<file path="src/rtl/downsample_engine.sv">
// Counter-driven block-averaging downsampler: reads FACTOR x FACTOR source blocks over a
// stall-tolerant memory port, writes one averaged pixel per block back to memory.
module downsample_engine #(
   parameter int DATA_W = 8,
   parameter int ADDR_W = 16,
   parameter int IMG_W  = 256,
   parameter int IMG_H  = 256,
   parameter int FACTOR = 2,
   parameter int ROUND  = 0
) (
   input  logic              clk,
   input  logic              rst,
   input  logic              start,
   input  logic [ADDR_W-1:0] src_base,
   input  logic [ADDR_W-1:0] dst_base,
   output logic [ADDR_W-1:0] mem_addr,
   output logic              mem_rd,
   output logic              mem_wr,
   output logic [DATA_W-1:0] mem_wdata,
   input  logic [DATA_W-1:0] mem_rdata,
   input  logic              mem_ready,
   output logic              busy,
   output logic              finish
);

   localparam int L     = $clog2(FACTOR);
   localparam int ACC_W = DATA_W + 2 * L + 1;
   localparam int OW    = IMG_W / FACTOR;
   localparam int OH    = IMG_H / FACTOR;

   localparam logic [ADDR_W-1:0] ONE   = ADDR_W'(1);
   localparam logic [ADDR_W-1:0] F_A   = ADDR_W'(FACTOR);
   localparam logic [ADDR_W-1:0] F_M1  = ADDR_W'(FACTOR - 1);
   localparam logic [ADDR_W-1:0] W_A   = ADDR_W'(IMG_W);
   localparam logic [ADDR_W-1:0] OW_A  = ADDR_W'(OW);
   localparam logic [ADDR_W-1:0] OW_M1 = ADDR_W'(OW - 1);
   localparam logic [ADDR_W-1:0] OH_M1 = ADDR_W'(OH - 1);
   localparam logic [ACC_W-1:0]  RND   = ACC_W'((ROUND != 0) ? (1 << (2 * L - 1)) : 0);

   typedef enum logic [1:0] {IDLE, RD, WR} state_t;

   state_t              state_q, state_d;
   logic [ADDR_W-1:0]   src_q, src_d, dst_q, dst_d;
   logic [ADDR_W-1:0]   ox_q, ox_d, oy_q, oy_d, kx_q, kx_d, ky_q, ky_d;
   logic [ACC_W-1:0]    acc_q, acc_d;
   logic [ACC_W-1:0]    sum;
   logic [ADDR_W-1:0]   addr_q, addr_d;
   logic                rd_q, rd_d, wr_q, wr_d, busy_q, busy_d, finish_q, finish_d;
   logic [DATA_W-1:0]   wdata_q, wdata_d;

   // Address sums wrap silently at ADDR_W bits.
   function automatic logic [ADDR_W-1:0] src_addr(input logic [ADDR_W-1:0] base,
                                                  input logic [ADDR_W-1:0] ox,
                                                  input logic [ADDR_W-1:0] oy,
                                                  input logic [ADDR_W-1:0] kx,
                                                  input logic [ADDR_W-1:0] ky);
      return base + (oy * F_A + ky) * W_A + ox * F_A + kx;
   endfunction

   always_comb begin
      state_d  = state_q;
      src_d    = src_q;
      dst_d    = dst_q;
      ox_d     = ox_q;
      oy_d     = oy_q;
      kx_d     = kx_q;
      ky_d     = ky_q;
      acc_d    = acc_q;
      addr_d   = addr_q;
      rd_d     = rd_q;
      wr_d     = wr_q;
      wdata_d  = wdata_q;
      busy_d   = busy_q;
      finish_d = finish_q;
      sum      = acc_q + ACC_W'(mem_rdata) + RND;

      case (state_q)
         IDLE: begin
            rd_d   = 1'b0;
            wr_d   = 1'b0;
            busy_d = 1'b0;
            addr_d = '0;
            if (start) begin
               src_d    = src_base;
               dst_d    = dst_base;
               ox_d     = '0;
               oy_d     = '0;
               kx_d     = '0;
               ky_d     = '0;
               acc_d    = '0;
               finish_d = 1'b0;
               busy_d   = 1'b1;
               rd_d     = 1'b1;
               addr_d   = src_base;
               state_d  = RD;
            end
         end
         RD: begin
            if (mem_ready) begin
               acc_d = acc_q + ACC_W'(mem_rdata);
               if (kx_q == F_M1 && ky_q == F_M1) begin
                  // Last tap folds the current read straight into the average.
                  wdata_d = DATA_W'(sum >> (2 * L));
                  rd_d    = 1'b0;
                  wr_d    = 1'b1;
                  addr_d  = dst_q + oy_q * OW_A + ox_q;
                  state_d = WR;
               end else begin
                  if (kx_q == F_M1) begin
                     kx_d = '0;
                     ky_d = ky_q + ONE;
                  end else begin
                     kx_d = kx_q + ONE;
                  end
                  addr_d = src_addr(src_q, ox_q, oy_q, kx_d, ky_d);
               end
            end
         end
         WR: begin
            if (mem_ready) begin
               acc_d = '0;
               kx_d  = '0;
               ky_d  = '0;
               wr_d  = 1'b0;
               if (ox_q == OW_M1 && oy_q == OH_M1) begin
                  busy_d   = 1'b0;
                  finish_d = 1'b1;
                  addr_d   = '0;
                  state_d  = IDLE;
               end else begin
                  if (ox_q == OW_M1) begin
                     ox_d = '0;
                     oy_d = oy_q + ONE;
                  end else begin
                     ox_d = ox_q + ONE;
                  end
                  rd_d    = 1'b1;
                  addr_d  = src_addr(src_q, ox_d, oy_d, '0, '0);
                  state_d = RD;
               end
            end
         end
         default: state_d = IDLE;
      endcase
   end

   always_ff @(posedge clk) begin
      if (rst) begin
         state_q  <= IDLE;
         src_q    <= '0;
         dst_q    <= '0;
         ox_q     <= '0;
         oy_q     <= '0;
         kx_q     <= '0;
         ky_q     <= '0;
         acc_q    <= '0;
         addr_q   <= '0;
         rd_q     <= 1'b0;
         wr_q     <= 1'b0;
         wdata_q  <= '0;
         busy_q   <= 1'b0;
         finish_q <= 1'b0;
      end else begin
         state_q  <= state_d;
         src_q    <= src_d;
         dst_q    <= dst_d;
         ox_q     <= ox_d;
         oy_q     <= oy_d;
         kx_q     <= kx_d;
         ky_q     <= ky_d;
         acc_q    <= acc_d;
         addr_q   <= addr_d;
         rd_q     <= rd_d;
         wr_q     <= wr_d;
         wdata_q  <= wdata_d;
         busy_q   <= busy_d;
         finish_q <= finish_d;
      end
   end

   assign mem_addr  = addr_q;
   assign mem_rd    = rd_q;
   assign mem_wr    = wr_q;
   assign mem_wdata = wdata_q;
   assign busy      = busy_q;
   assign finish    = finish_q;

endmodule

</file>
<file path="config.mk">
export PLATFORM = sky130hd
export DESIGN_NAME = downsample_engine
export DESIGN_NICKNAME = d
export VERILOG_FILES = /design/src/rtl/downsample_engine.sv
export SDC_FILE = /design/constraint.sdc
export NUM_CORES = 1
export LEC_CHECK = 0
export ABC_AREA = 1
export CORE_MARGIN = 3
export CORE_UTILIZATION = 43
export CTS_CLUSTER_DIAMETER = 100
export DETAILED_ROUTE_END_ITERATION = 10
export PLACE_DENSITY_LB_ADDON = 0.05
export SYNTH_ARGS = -nofsm -noshare
export SYNTH_HDL_FRONTEND = slang
export SYNTH_SLANG_ARGS = --single-unit
</file>
<file path="constraint.sdc">
create_clock -name clk -period 4.2 [get_ports clk]
set_input_delay 0.84 -clock clk [delete_from_list [all_inputs] [get_ports clk]]
set_output_delay 0.84 -clock clk [all_outputs]
set_load 0.01 [all_outputs]
</file>
==> results of run 1 <==
-- how the worst max path moves through the flow --
stage          slack, ns  cells past startpoint            to
6_report            0.14                     28  mem_addr[15]
5_1_grt            -0.25                     36  mem_addr[15]
4_1_cts           0.0001                     34  mem_addr[15]
3_5_place_dp       -0.08                     27  mem_addr[15]
3_3_place_gp        0.03                     27  mem_addr[15]
2_1_floorplan       0.29                     29  mem_addr[12]
-- cell families (layout without fill, tap and decap cells) --
kind of cell	Yosys count	after routing
compound gates	340	340
xor+xnor	48	48
fa+ha+maj	127	127
buf+inv	253	409
flops	136	136
simple gates	674	674
-- repair_timing --
| action | in CTS | in global routing |
|---|---|---|
| endpoints found under the setup margin | 4 | 8 |
| resized for setup | 4 | 96 |
| hold endpoints to repair | 0 | 0 |
| setup buffers | 0 | 16 |
| hold buffers | 0 | 0 |
| pin swaps | 0 | 36 |
-- state kept, by name (all words and copies together) (netlist names), 2 cells and up --
name,flops
src_q,16
ox_q,16
dst_q,16
oy_q,16
acc_q,10
mem_addr,16
ky_q,16
mem_wdata,8
state_q,2
kx_q,16
-- per-layer routing --
metal  vias up  wire (um)
li1       5469          -
met1      5013      16300
met2       312      15200
met3        66       2250
met4         0        966
met5         -          0
-- final cells by class --
cell class	instances	area share
timing repair buffer	159	0.103
inverter	218	0.0617
sequential	136	0.205
clock inverter	15	0.0114
tap	324	0.0304
clock buffer	17	0.0319
multi-input combinational	1189	0.557
-- critical path, delay by kind of cell, from the launching register on --
family / cells / cell delay, ns
adders and majority gates: 3 / 1.04
xor gates and xnor gates: 2 / 0.28
and+or+nand+nor: 10 / 1.02
DFF: 1 / 0.31
buffers and inverters: 8 / 0.74
AOI/OAI and AO/OA: 5 / 0.59
-- stage by stage --
stage | util | cell area [um^2] | hold slack [ns]
after floorplan | - | 10800 | 0.438
after global placement | 0.501 | 12300 | 0.453
after detailed placement | 0.501 | 12300 | 0.459
after CTS | 0.525 | 12800 | 0.470
after global routing | 0.545 | 13300 | 0.501
final | 0.545 | 13300 | 0.463
-- cells in the final DEF (no fill, tap or decap), drive strengths merged --
cell type / instances
buf: 89
o21a: 1
a31oi: 3
o221ai: 5
and2: 1
clkbuf: 17
nor4: 5
o22ai: 1
nand3b: 4
a211oi: 7
bufinv: 1
or2: 10
xor2: 33
nand4: 22
and3: 1
inv: 227
a21oi: 185
fa: 40
o21ai: 116
nor3: 31
nand3: 84
clkdlybuf4s50: 70
xnor2: 15
a21o: 3
dfxtp: 136
clkinvlp: 2
o2111ai: 2
nor2: 171
nand2b: 1
o31ai: 1
ha: 87
clkinv: 3
o21bai: 9
nand2: 342
o211ai: 7
nor3b: 2
-- power by group through the flow --
stage	clock [mW]	sequential, mW	combinational (mW)
6_report	1.55	1.42	0.982
5_1_grt	1.62	1.43	1.08
4_1_cts	1.58	1.42	0.924
3_5_place_dp	0	1.45	0.918
3_3_place_gp	0	1.45	0.914
2_1_floorplan	0	1.44	0.575
==> results_dict.tcl, run 1 <==
set metrics [dict create \
    status "complete, no violations" \
    fmax_mhz 246 \
    avgSynthCellArea_um2 6.82 \
    switchingPower_mw 1.39 \
    core-area_mm2 0.0245 \
    synthFlopType "dfxtp_1" \
    worstSetupPathType "flop to flop" \
    r2r_cells 28 \
    grt_pass1_wl_mm 54.1 \
    cp_slowest_cell "fa_1" \
    synth_edf_count 0 \
    antenna_found_initial 0 \
    synthArstFlopShare 0 \
    yosysTopAreaCell "dfxtp_1" \
    portBuffers 71 \
    yosysWarnings 0 \
    p_total_mw 3.95 \
    leakagePower_nw 5.76 \
    seq_area_mm2 0.00273 \
    synth-seq-cells 136 \
    synth-adder-area-share 0.176 \
    ys_seq_area_frac 0.253 \
    ant_nets 0 \
    die_h_um 164 \
    cp-start-kind "flop" \
    cts.sinks 136 \
    dpl.hpwl_mm 26.6 \
    globalplace.congestion 0.919 \
    synth_top_area_frac 0.253 \
    gr-max-usage-layer "met2" \
    required_ns 4.57 \
    synth-xor-area-share 0.0391 \
    yosys-top-cells-area "dfxtp_1 (25%), nand2_1 (12%), ha_1 (10%)" \
    drive_above_1_share 0.140 \
    dieArea_mm2 0.0270 \
    synth_compound_area_frac 0.171 \
    htree_levels 4 \
    setup.worst_path.end_class "flop" \
    seq_power_share 0.360 \
    synthesis.nets 1749 \
    cts_buffers 17 \
    holdPathStages 2 \
    multi_input_area_mm2 0.00743 \
    clockPowerShare 0.392 \
    antenna_cells_inserted 0 \
    synth_common_cells "nand2_1 (336), inv_1 (209), a21oi_1 (185)" \
    cts_tree "done" \
    worstReg2RegEnd "mem_addr[15]" \
    reg2reg_setup_slack_ns 0.14 \
    dp.cells 2010 \
    slew_violations 0 \
    worst_slack_ns 0.137 \
    initialDrtViolationCount 785 \
    yosysMostFrequentCell "nand2_1" \
    grtUsageMet3 0.0363 \
    drc_errors 0 \
    floorplan.initialDensity 0.440 \
    drt-total-wl_mm 34.7 \
    cp_data_arrival_time_ns 4.43 \
    p_int_mw 2.56 \
    hold_start "busy" \
    crit_fanout 7 \
    grt_max_degree 67 \
    cts-root-buf "clkbuf_16" \
    wl_per_cell_um 16.9 \
    rsz0062_at_grt "true" \
    setup_viol 0 \
    via_per_inst 5.28 \
    worst_slew_margin_rel 0.398 \
    sw_frac_of_total 0.352 \
    grt-ovfl-total 0 \
    final_cells 2058 \
    ir_worst_vdd_mv 0.211 \
    critPathLaunch "kx_q[2]" \
    synth_cells 1578 \
    io_pins 72 \
    finalClockSkew_ns 0.0171 \
    nFillCells 2402 \
    grt.total_usage 0.260 \
    synth_top_family_by_area "simple AND/OR/NAND/NOR gates" \
    drt_first_pass_iters 6 \
    drv_cap 0 \
    cp_slowest_stage_delay_ns 0.49 \
    grtUsageMet1 0.363 \
    layout_worst_path_cycle_share 0.967 \
    timing.final.hold_violations 0 \
    reg2reg_from "kx_q[2]" \
    fin_nets 1892 \
    synthSimpleGateAreaFrac 0.271 \
    grt_pass1_vias 10200 \
    min_to "busy" \
    areaGrowthSynthToFinish_pct 24.0 \
    synth.area.mux_share 0 \
    hold_path_class "flop to flop" \
    vias 10900 \
    insertion_delay_ns 0.45 \
    syn_area_mm2 0.0108 \
    tightest_slew_ns 0.899 \
    synth_cell_types 50 \
    row_count 57 \
    comb_power_share 0.248 \
    clkTransAtPathRegs_ns 0.07 \
    cts.path.max_buffers 2 \
    die_x_um 164 \
    grtUsageMet2 0.409 \
    p_per_area_mw_per_mm2 297 \
    dpl_worst_slack_ns -0.0841 \
    tns_ns 0 \
    finalCriticalPeriod_ns 4.06 \
]
Note: power is estimated with default switching activity, not from simulation.
==> run 2: changes to the inputs <==
--- a/config.mk
+++ b/config.mk
@@ -8,7 +8,6 @@
 export ABC_AREA = 1
 export CORE_MARGIN = 3
 export CORE_UTILIZATION = 43
-export CTS_CLUSTER_DIAMETER = 100
 export DETAILED_ROUTE_END_ITERATION = 10
 export PLACE_DENSITY_LB_ADDON = 0.05
 export SYNTH_ARGS = -nofsm -noshare
==> results of run 2 <==
Final layout, timing and power as in run 1 (identical DEF).
==> run 3: changes to the inputs <==
--- a/config.mk
+++ b/config.mk
@@ -9,7 +9,6 @@
 export CORE_MARGIN = 3
 export CORE_UTILIZATION = 43
 export DETAILED_ROUTE_END_ITERATION = 10
-export PLACE_DENSITY_LB_ADDON = 0.05
 export SYNTH_ARGS = -nofsm -noshare
 export SYNTH_HDL_FRONTEND = slang
 export SYNTH_SLANG_ARGS = --single-unit
==> constraint.sdc (replaced) <==
create_clock -name clk -period 5.2 [get_ports clk]
set_input_delay 1.04 -clock clk [delete_from_list [all_inputs] [get_ports clk]]
set_output_delay 1.04 -clock clk [all_outputs]
set_load 0.01 [all_outputs]
==> run 3 against run 2 <==
Against the previous run: clock skew about the same; via count shrank 2.9%; cell area decreased by 7.2%; maximum frequency fell by 10%; sequential power is 19% lower; combinational power is 25% lower; sequential share of layout area grew 1.5 points; total power is 21% lower; first-iteration DRC count grew 9.6%; non-clock buffer count fell by 78; highest routed layer unchanged.
==> results_dict.tcl, run 3 (synthesis gave the netlist of run 1 again) <==
set metrics [dict create \
    final_cells 1980 \
    final_common_cell "nand2_1" \
    rsz0062_at_grt "false" \
    met3WireLength_mm 2.39 \
    globalplace.congestion 1.03 \
    tightest_slew_ns 1.20 \
    cp_data_arrival_time_ns 4.90 \
    dp.cells 1948 \
    drt_first_pass_iters 5 \
    setup_viol 0 \
    r2r_cells 27 \
    core-area_mm2 0.0245 \
    crit_fanout 4 \
    antenna_found_initial 0 \
    wl_met1_mm 15.7 \
    holdWs_ns 0.469 \
    grt_pass1_vias 9753 \
    nFillCells 2495 \
    areaGrowthSynthToFinish_pct 15.0 \
    cts_tree "done" \
    initialDrtViolationCount 860 \
    fmax_mhz 221 \
    cp-start-kind "flop" \
    via_per_inst 5.33 \
    dpl.hpwl_mm 25.8 \
    worstSetupPathType "flop to flop" \
    ir_worst_vdd_mv 0.153 \
    htree_levels 4 \
    finalClockSkew_ns 0.0174 \
    layout_common_cells "nand2_1 (336), inv_1 (209), a21oi_1 (185), nor2_1 (159), dfxtp_1 (136)" \
    row_count 57 \
    insertion_delay_ns 0.45 \
    grt.total_usage 0.253 \
    slew_violations 0 \
    layout_worst_path_cycle_share 0.872 \
    grt-ovfl-total 0 \
    post-cts-setup-buffers 0 \
    status "complete, no violations" \
    floorplan.initialDensity 0.440 \
    leakagePower_nw 5.34 \
    io_pins 72 \
    cts_buffers 17 \
    hold_buffers 0 \
    cts.sinks 136 \
    grt_max_degree 67 \
    final_util 0.506 \
    tns_ns 0 \
    worst_slew_margin_rel 0.200 \
    die_x_um 164 \
    finalCriticalPeriod_ns 4.53 \
    drv_cap 0 \
    drive_above_1_share 0.0525 \
    cts-root-buf "clkbuf_16" \
    grt_pass1_wl_mm 53.1 \
    portBuffers 71 \
    clkTransAtPathRegs_ns 0.07 \
    ant_nets 0 \
    dieArea_mm2 0.0270 \
    setup.worst_path.end_class "flop" \
    wl_per_cell_um 17.0 \
    drt-total-wl_mm 33.6 \
    vias 10500 \
    antenna_cells_inserted 0 \
    required_ns 5.57 \
    cts.path.max_buffers 2 \
    holdPathStages 2 \
    cp_slowest_cell "fa_1" \
    dr.max_layer_used "met4" \
    die_h_um 164 \
    timing.final.hold_violations 0 \
    path_common_cell "nand2_1" \
    p_per_area_mw_per_mm2 252 \
    drc_errors 0 \
    hold_path_class "flop to flop" \
    post_cts_resized 0 \
    fin_nets 1814 \
    wl_met2_mm 14.8 \
    cp_slowest_stage_delay_ns 0.49 \
]
-- run 3: where the power goes --
part | leakage, nW | internal [mW] | switching (mW)
clock | 0.271 | 0.638 | 0.592
sequential | 1.11 | 1.10 | 0.0457
combinational | 3.96 | 0.250 | 0.485
-- run 3: layout make-up --
class | instances | area, um^2 | share of cell area
clock buffer | 17 | 425 | 0.0344
clock inverter | 15 | 156 | 0.0126
inverter | 218 | 821 | 0.0663
multi-input combinational | 1189 | 7060 | 0.571
sequential | 136 | 2720 | 0.220
tap | 324 | 405 | 0.0328
timing repair buffer | 81 | 781 | 0.0631
-- run 3: through the flow --
| stage | worst slack [ns] | total power, mW | cell area, um^2 |
|---|---|---|---|
| 6_report | 0.667 | 3.11 | 12400 |
| 5_1_grt | 0.0936 | 3.26 | 12400 |
| 4_1_cts | 0.675 | 3.13 | 12400 |
| 3_5_place_dp | 0.712 | 1.90 | 11800 |
| 3_3_place_gp | 0.761 | 1.90 | 11800 |
| 2_1_floorplan | 1.29 | 1.63 | 10800 |
-- run 3: worst paths after layout --
| check | from | end | slack (ns) |
|---|---|---|---|
| setup reg to reg | kx_q[1] | mem_addr[12] | 0.67 |
| hold reg to reg | busy | busy | 0.47 |
| hold / removal | busy | busy | 0.47 |
| setup / recovery | kx_q[1] | mem_addr[12] | 0.67 |
-- run 3: per-layer routing --
layer | global-route usage | up-vias
met4 | 0.0681 | 0
met1 | 0.361 | 4844
met3 | 0.0330 | 45
li1 | - | 5310
met5 | 0 | -
met2 | 0.400 | 350
-- run 3: critical path, delay by kind of cell (launching register included) --
kind / cells / cell delay, ns
fa+ha+maj: 5 / 1.55
buf+inv: 3 / 0.21
flops: 1 / 0.38
compound gates: 5 / 1.03
simple gates: 14 / 1.31
==> RTL edit 1: new RTL, settings of run 1 <==
Change the parameter `FACTOR` from 2 to 4.
--- a/src/rtl/downsample_engine.sv
+++ b/src/rtl/downsample_engine.sv
@@ -5,7 +5,7 @@
    parameter int ADDR_W = 16,
    parameter int IMG_W  = 256,
    parameter int IMG_H  = 256,
-   parameter int FACTOR = 2,
+   parameter int FACTOR = 4,
    parameter int ROUND  = 0
 ) (
    input  logic              clk,
Behaviour: not the same (a bounded check fails within 4 cycles, from zero or initial values and one cycle with rst high).
==> RTL edit 1 against run 1 <==
Total power decreased by 2.3%. Routed wire length decreased by 2.1%. Non-clock buffer count decreased by 39. Final area decreased by 2.3%. Synthesized cell count decreased by 3.3%. Final cell count decreased by 4.7%. Maximum frequency increased by 0.78%. Area after synthesis increased by 1.2%. Sequential cell count increased by 2. Clock skew decreased by 0.89 ps. Worst setup slack improved by 31 ps. Largest power group unchanged. Highest routed layer unchanged.
==> RTL edit 1: results (changes against run 1) <==
.. list-table::
   :header-rows: 1

   * - Metric
     - Value
   * - Fin nets
     - 1,790 (was 1,892)
   * - Leak Pwr
     - 5.567 nW (was 5.758 nW)
   * - Global-route wire length before repair
     - 53.64 mm (was 54.14 mm)
   * - Run status
     - complete, no violations (unchanged)
   * - Global Route Usage Sum
     - 0.2542 (was 0.2596)
   * - Antenna violations before repair
     - 0 (unchanged)
   * - Count of final hold-check violations
     - 0 (unchanged)
   * - Post-DP HPWL
     - 26.67 mm (was 26.57 mm)
   * - Vias post-DR
     - 10,470 (was 10,860)
   * - Antenna diode count
     - 0 (unchanged)
   * - Post-Place Setup Slack
     - -101.2 ps (was -84.14 ps)
   * - Number of global-route vias before repair
     - 9,920 (was 10,180)
   * - Largest driver fanout on the critical path
     - 5 (was 7)
   * - Syn_nets
     - 1,692 (was 1,749)
   * - Combinational power share
     - 0.220 (was 0.248)
   * - Slowest-stage cell, CP
     - sky130_fd_sc_hd__fa_1 (unchanged)
   * - Clk_skew
     - 16.17 ps (was 17.06 ps)
   * - Total cell area at the placement stage
     - 0.01213 mm^2 (was 0.01226 mm^2)
   * - Avg Cell Area, Syn
     - 7.132 um^2 (was 6.817 um^2)
   * - Peak supply drop
     - 0.0002543 V (was 0.0002108 V)
   * - Placer congestion estimate
     - 0.9565 (was 0.9186)
   * - Synthesis warning total
     - 0 (unchanged)
   * - Arrival time of data at the critical path endpoint
     - 4400 ps (was 4430 ps)
   * - Largest net degree at the start of global routing
     - 65 (was 67)
   * - DRT Wirelength
     - 33.95 mm (was 34.69 mm)
   * - Combinational gate power
     - 0.849 mW (was 0.982 mW)
   * - Instance count after placement with tap cells included
     - 1,927 (was 2,010)
   * - Most used standard cells in the synthesized netlist
     - sky130_fd_sc_hd__nand2_1, sky130_fd_sc_hd__inv_1, sky130_fd_sc_hd__a21oi_1 (unchanged)
   * - Proportion of layout cells with a drive suffix above 1
     - 0.1436 (was 0.1396)
   * - Slew margin rel.
     - 0.4217 (was 0.3983)
   * - Sequential-to-total area share from yosys stat
     - 0.2539 (was 0.2531)
   * - Ratio of routed vias to standard cells
     - 5.337 (was 5.277)
   * - Unique cell type count in the Yosys netlist
     - 66 (was 50)
   * - First DRT Iteration DRCs
     - 871 (was 785)
   * - Cell types with the largest area share after synthesis
     - sky130_fd_sc_hd__dfxtp_1, sky130_fd_sc_hd__nand2_1, sky130_fd_sc_hd__ha_1 (unchanged)
   * - Largest stage delay on the critical path
     - 550 ps (was 490 ps)
   * - Inserted Clock Buffers
     - 17 (unchanged)
   * - P_int
     - 2.526 mW (was 2.563 mW)
RTL edit 1: changes by cell type after synthesis, sizes merged, moves of 5 or more:
cell | before | now
a22oi | 0 | 5
a21oi | 185 | 158
o32ai | 0 | 14
nand2 | 342 | 296
nor2 | 171 | 150
nand3 | 84 | 74
nor4 | 5 | 10
xor2 | 33 | 41
inv | 217 | 231
RTL edit 1: final cells by class:
cell class	count	area, um^2
repair buffers	120	1074
well taps	324	405.4
multi-input cells	1111	7273
flip-flops and latches	138	2774
fillers	2464	11580
clock inverters	15	172.7
clock buffers	17	425.4
inverters	236	902.1
RTL edit 1: routing by layer:
metal,GRT usage,share of wire
met1,0.3754,0.50
met2,0.3858,0.44
met3,0.03592,0.045
met4,0.07091,0.022
met5,0,0
RTL edit 1: final timing paths:
kind,to,cells after the start,from,slack (ps)
max,mem_addr[14]$_SDFFE_PP0P_,22,kx_q[1]$_SDFFE_PP0P_,170
min,acc_q[0]$_SDFFE_PP0P_,2,acc_q[0]$_SDFFE_PP0P_,470
max reg2reg,mem_addr[14]$_SDFFE_PP0P_,22,kx_q[1]$_SDFFE_PP0P_,170
min reg2reg,acc_q[0]$_SDFFE_PP0P_,2,acc_q[0]$_SDFFE_PP0P_,470
RTL edit 1: what timing repair did:
action | in CTS | in global routing
setup endpoints to repair | 5 | 9
gates resized for setup | 6 | 77
setup buffers | 0 | 2
pin swaps | 2 | 16
cloned | 0 | 0
hold buffers | 0 | 0
RTL edit 1: cells by family after synthesis:
kind of cell,after synthesis,synth area share
and+or+nand+nor,597,0.2504
AOI/OAI and AO/OA,340,0.1843
buffers and inverters,277,0.1024
DFF,138,0.2539
adders and majority gates,122,0.1672
xor gates and xnor gates,52,0.04185
==> RTL edit 2: new RTL, flow settings as in run 1 <==
Without the edit above. Re-encode `state_t` (3 states) as one-hot, 3 bits wide.
--- a/src/rtl/downsample_engine.sv
+++ b/src/rtl/downsample_engine.sv
@@ -37,7 +37,7 @@
    localparam logic [ADDR_W-1:0] OH_M1 = ADDR_W'(OH - 1);
    localparam logic [ACC_W-1:0]  RND   = ACC_W'((ROUND != 0) ? (1 << (2 * L - 1)) : 0);
 
-   typedef enum logic [1:0] {IDLE, RD, WR} state_t;
+   typedef enum logic [2:0] {IDLE = 3'b001, RD = 3'b010, WR = 3'b100} state_t;
 
    state_t              state_q, state_d;
    logic [ADDR_W-1:0]   src_q, src_d, dst_q, dst_d;
Function: same outputs for any inputs over 4 cycles, from zero or initial values and one cycle with rst high; so few cycles prove little.
==> RTL edit 2 against run 1 <==
Total power grew 20%. Worst setup slack gained 44 ps. Non-clock buffer count grew 5. Area after synthesis grew 1.2%. Via count shrank 1.1%. Utilization shrank 0.057 points. Final area grew 0.48%. Worst hold slack gained 1.9 ps. First-iteration DRC count shrank 0.38%. Sequential cell count grew 1. Routed wire length grew 3.9%. Largest cell class unchanged.
==> RTL edit 2: results (changes against run 1) <==
.. list-table::
   :header-rows: 1

   * - Metric
     - Value
   * - Arrival time of data at the critical path endpoint
     - 4340 ps (was 4430 ps)
   * - Run status
     - complete, no violations (unchanged)
   * - Total Die Area
     - 0.02726 mm^2 (was 0.02695 mm^2)
   * - Worst hold path type
     - reg2reg (unchanged)
   * - Worst skew pair latency
     - 430 ps (was 450 ps)
   * - Largest driver fanout on the critical path
     - 6 (was 7)
   * - Vias post-DR
     - 10,740 (was 10,860)
   * - Launch point of the worst hold path
     - busy$_SDFFE_PP0P_ (unchanged)
   * - Slew at the pin closest to its max-slew limit
     - 1142 ps (was 899.3 ps)
   * - Number of global-route vias before repair
     - 10,000 (was 10,180)
   * - Post-DP HPWL
     - 27.54 mm (was 26.57 mm)
   * - First element of the critical path
     - kx_q[7]$_SDFFE_PP0P_ (was kx_q[2]$_SDFFE_PP0P_)
   * - Most used standard cells in the synthesized netlist
     - sky130_fd_sc_hd__nand2_1, sky130_fd_sc_hd__inv_1, sky130_fd_sc_hd__nor2_1 (was sky130_fd_sc_hd__nand2_1, sky130_fd_sc_hd__inv_1, sky130_fd_sc_hd__a21oi_1)
   * - Worst r2r path cells
     - 26 (was 28)
   * - Fin nets
     - 1,900 (was 1,892)
   * - Post-Place Setup Slack
     - -99.42 ps (was -84.14 ps)
   * - Syn_nets
     - 1,755 (was 1,749)
   * - Global-route wire length before repair
     - 55.08 mm (was 54.14 mm)
   * - Placer congestion estimate
     - 0.9477 (was 0.9186)
   * - Proportion of layout cells with a drive suffix above 1
     - 0.1347 (was 0.1396)
   * - Dominant delay contributor by cell family on the critical path
     - simple AND/OR/NAND/NOR gates (was adder cells)
   * - Sequential-to-total area share from yosys stat
     - 0.2519 (was 0.2531)
   * - First DRT Iteration DRCs
     - 782 (was 785)
   * - Unique cell type count in the Yosys netlist
     - 56 (was 50)
   * - Cell types with the largest area share after synthesis
     - sky130_fd_sc_hd__dfxtp_1, sky130_fd_sc_hd__nand2_1, sky130_fd_sc_hd__ha_1 (unchanged)
   * - Peak supply drop
     - 0.0003899 V (was 0.0002108 V)
   * - Worst-case register-to-register setup slack
     - 180 ps (was 140 ps)
   * - DRT Wirelength
     - 36.05 mm (was 34.69 mm)
   * - Final critical path time including I/O delays and setup
     - 4019 ps (was 4063 ps)
   * - Largest net degree at the start of global routing
     - 69 (was 67)
   * - Global Route Usage Sum
     - 0.2646 (was 0.2596)
   * - Number of detailed-route iterations in the first pass
     - 5 (was 6)
   * - Total cell area at the placement stage
     - 0.01241 mm^2 (was 0.01226 mm^2)
   * - Clk_skew
     - 11.67 ps (was 17.06 ps)
   * - Leak Pwr
     - 5.968 nW (was 5.758 nW)
-- RTL edit 2: changes by cell type after synthesis, sizes merged, moves of 6 or more --
cell,change
inv,+25
o21ai,-18
o211ai,+7
a21oi,-25
nand2,-28
or2,-7
nor2,+32
xor2,+6
-- RTL edit 2: final cells by class --
type / instances / area [um^2]
tap: 324 / 405.4
clock inverter: 14 / 187.7
fill: 2478 / 11210
clock buffer: 17 / 425.4
sequential: 137 / 2751
inverter: 244 / 919.6
multi-input combinational: 1169 / 7298
timing repair buffer: 164 / 1411
-- RTL edit 2: layer usage --
metal,track usage,wire [um]
met1,0.3558,16390
met2,0.4310,16580
met3,0.05089,2127
met4,0.07968,957
met5,0,0
-- RTL edit 2: kinds of logic after synthesis --
logic type	after synthesis	share of synthesized area
buffers and inverters	282	0.1021
AOI/OAI and AO/OA	322	0.1662
DFF	137	0.2519
xor gates and xnor gates	52	0.04183
and+or+nand+nor	672	0.2691
adders and majority gates	123	0.1689
-- RTL edit 2: where the power goes --
part	internal (mW)	leakage [nW]	total, mW	switching, mW
Sequential	1.45	1.12	1.57	0.116
Combinational	0.556	4.55	1.55	0.990
Clock	0.952	0.297	1.64	0.686
-- RTL edit 2: through the flow --
step | cells | hold slack, ps | setup TNS, ps
3_5_place_dp | 2026 | 455.0 | -223.2
2_1_floorplan | 1588 | 444.6 | 0
4_1_cts | 2060 | 467.5 | 0
3_3_place_gp | 2026 | 452.5 | -5.131
5_1_grt | 2069 | 484.6 | -309.3
6_report | 2069 | 465.3 | 0
-- RTL edit 2: what timing repair did --
action	4_1_cts	5_1_grt
resized for setup	8	62
pin swaps	1	15
endpoints found under the setup margin	3	9
buffers inserted	3	10
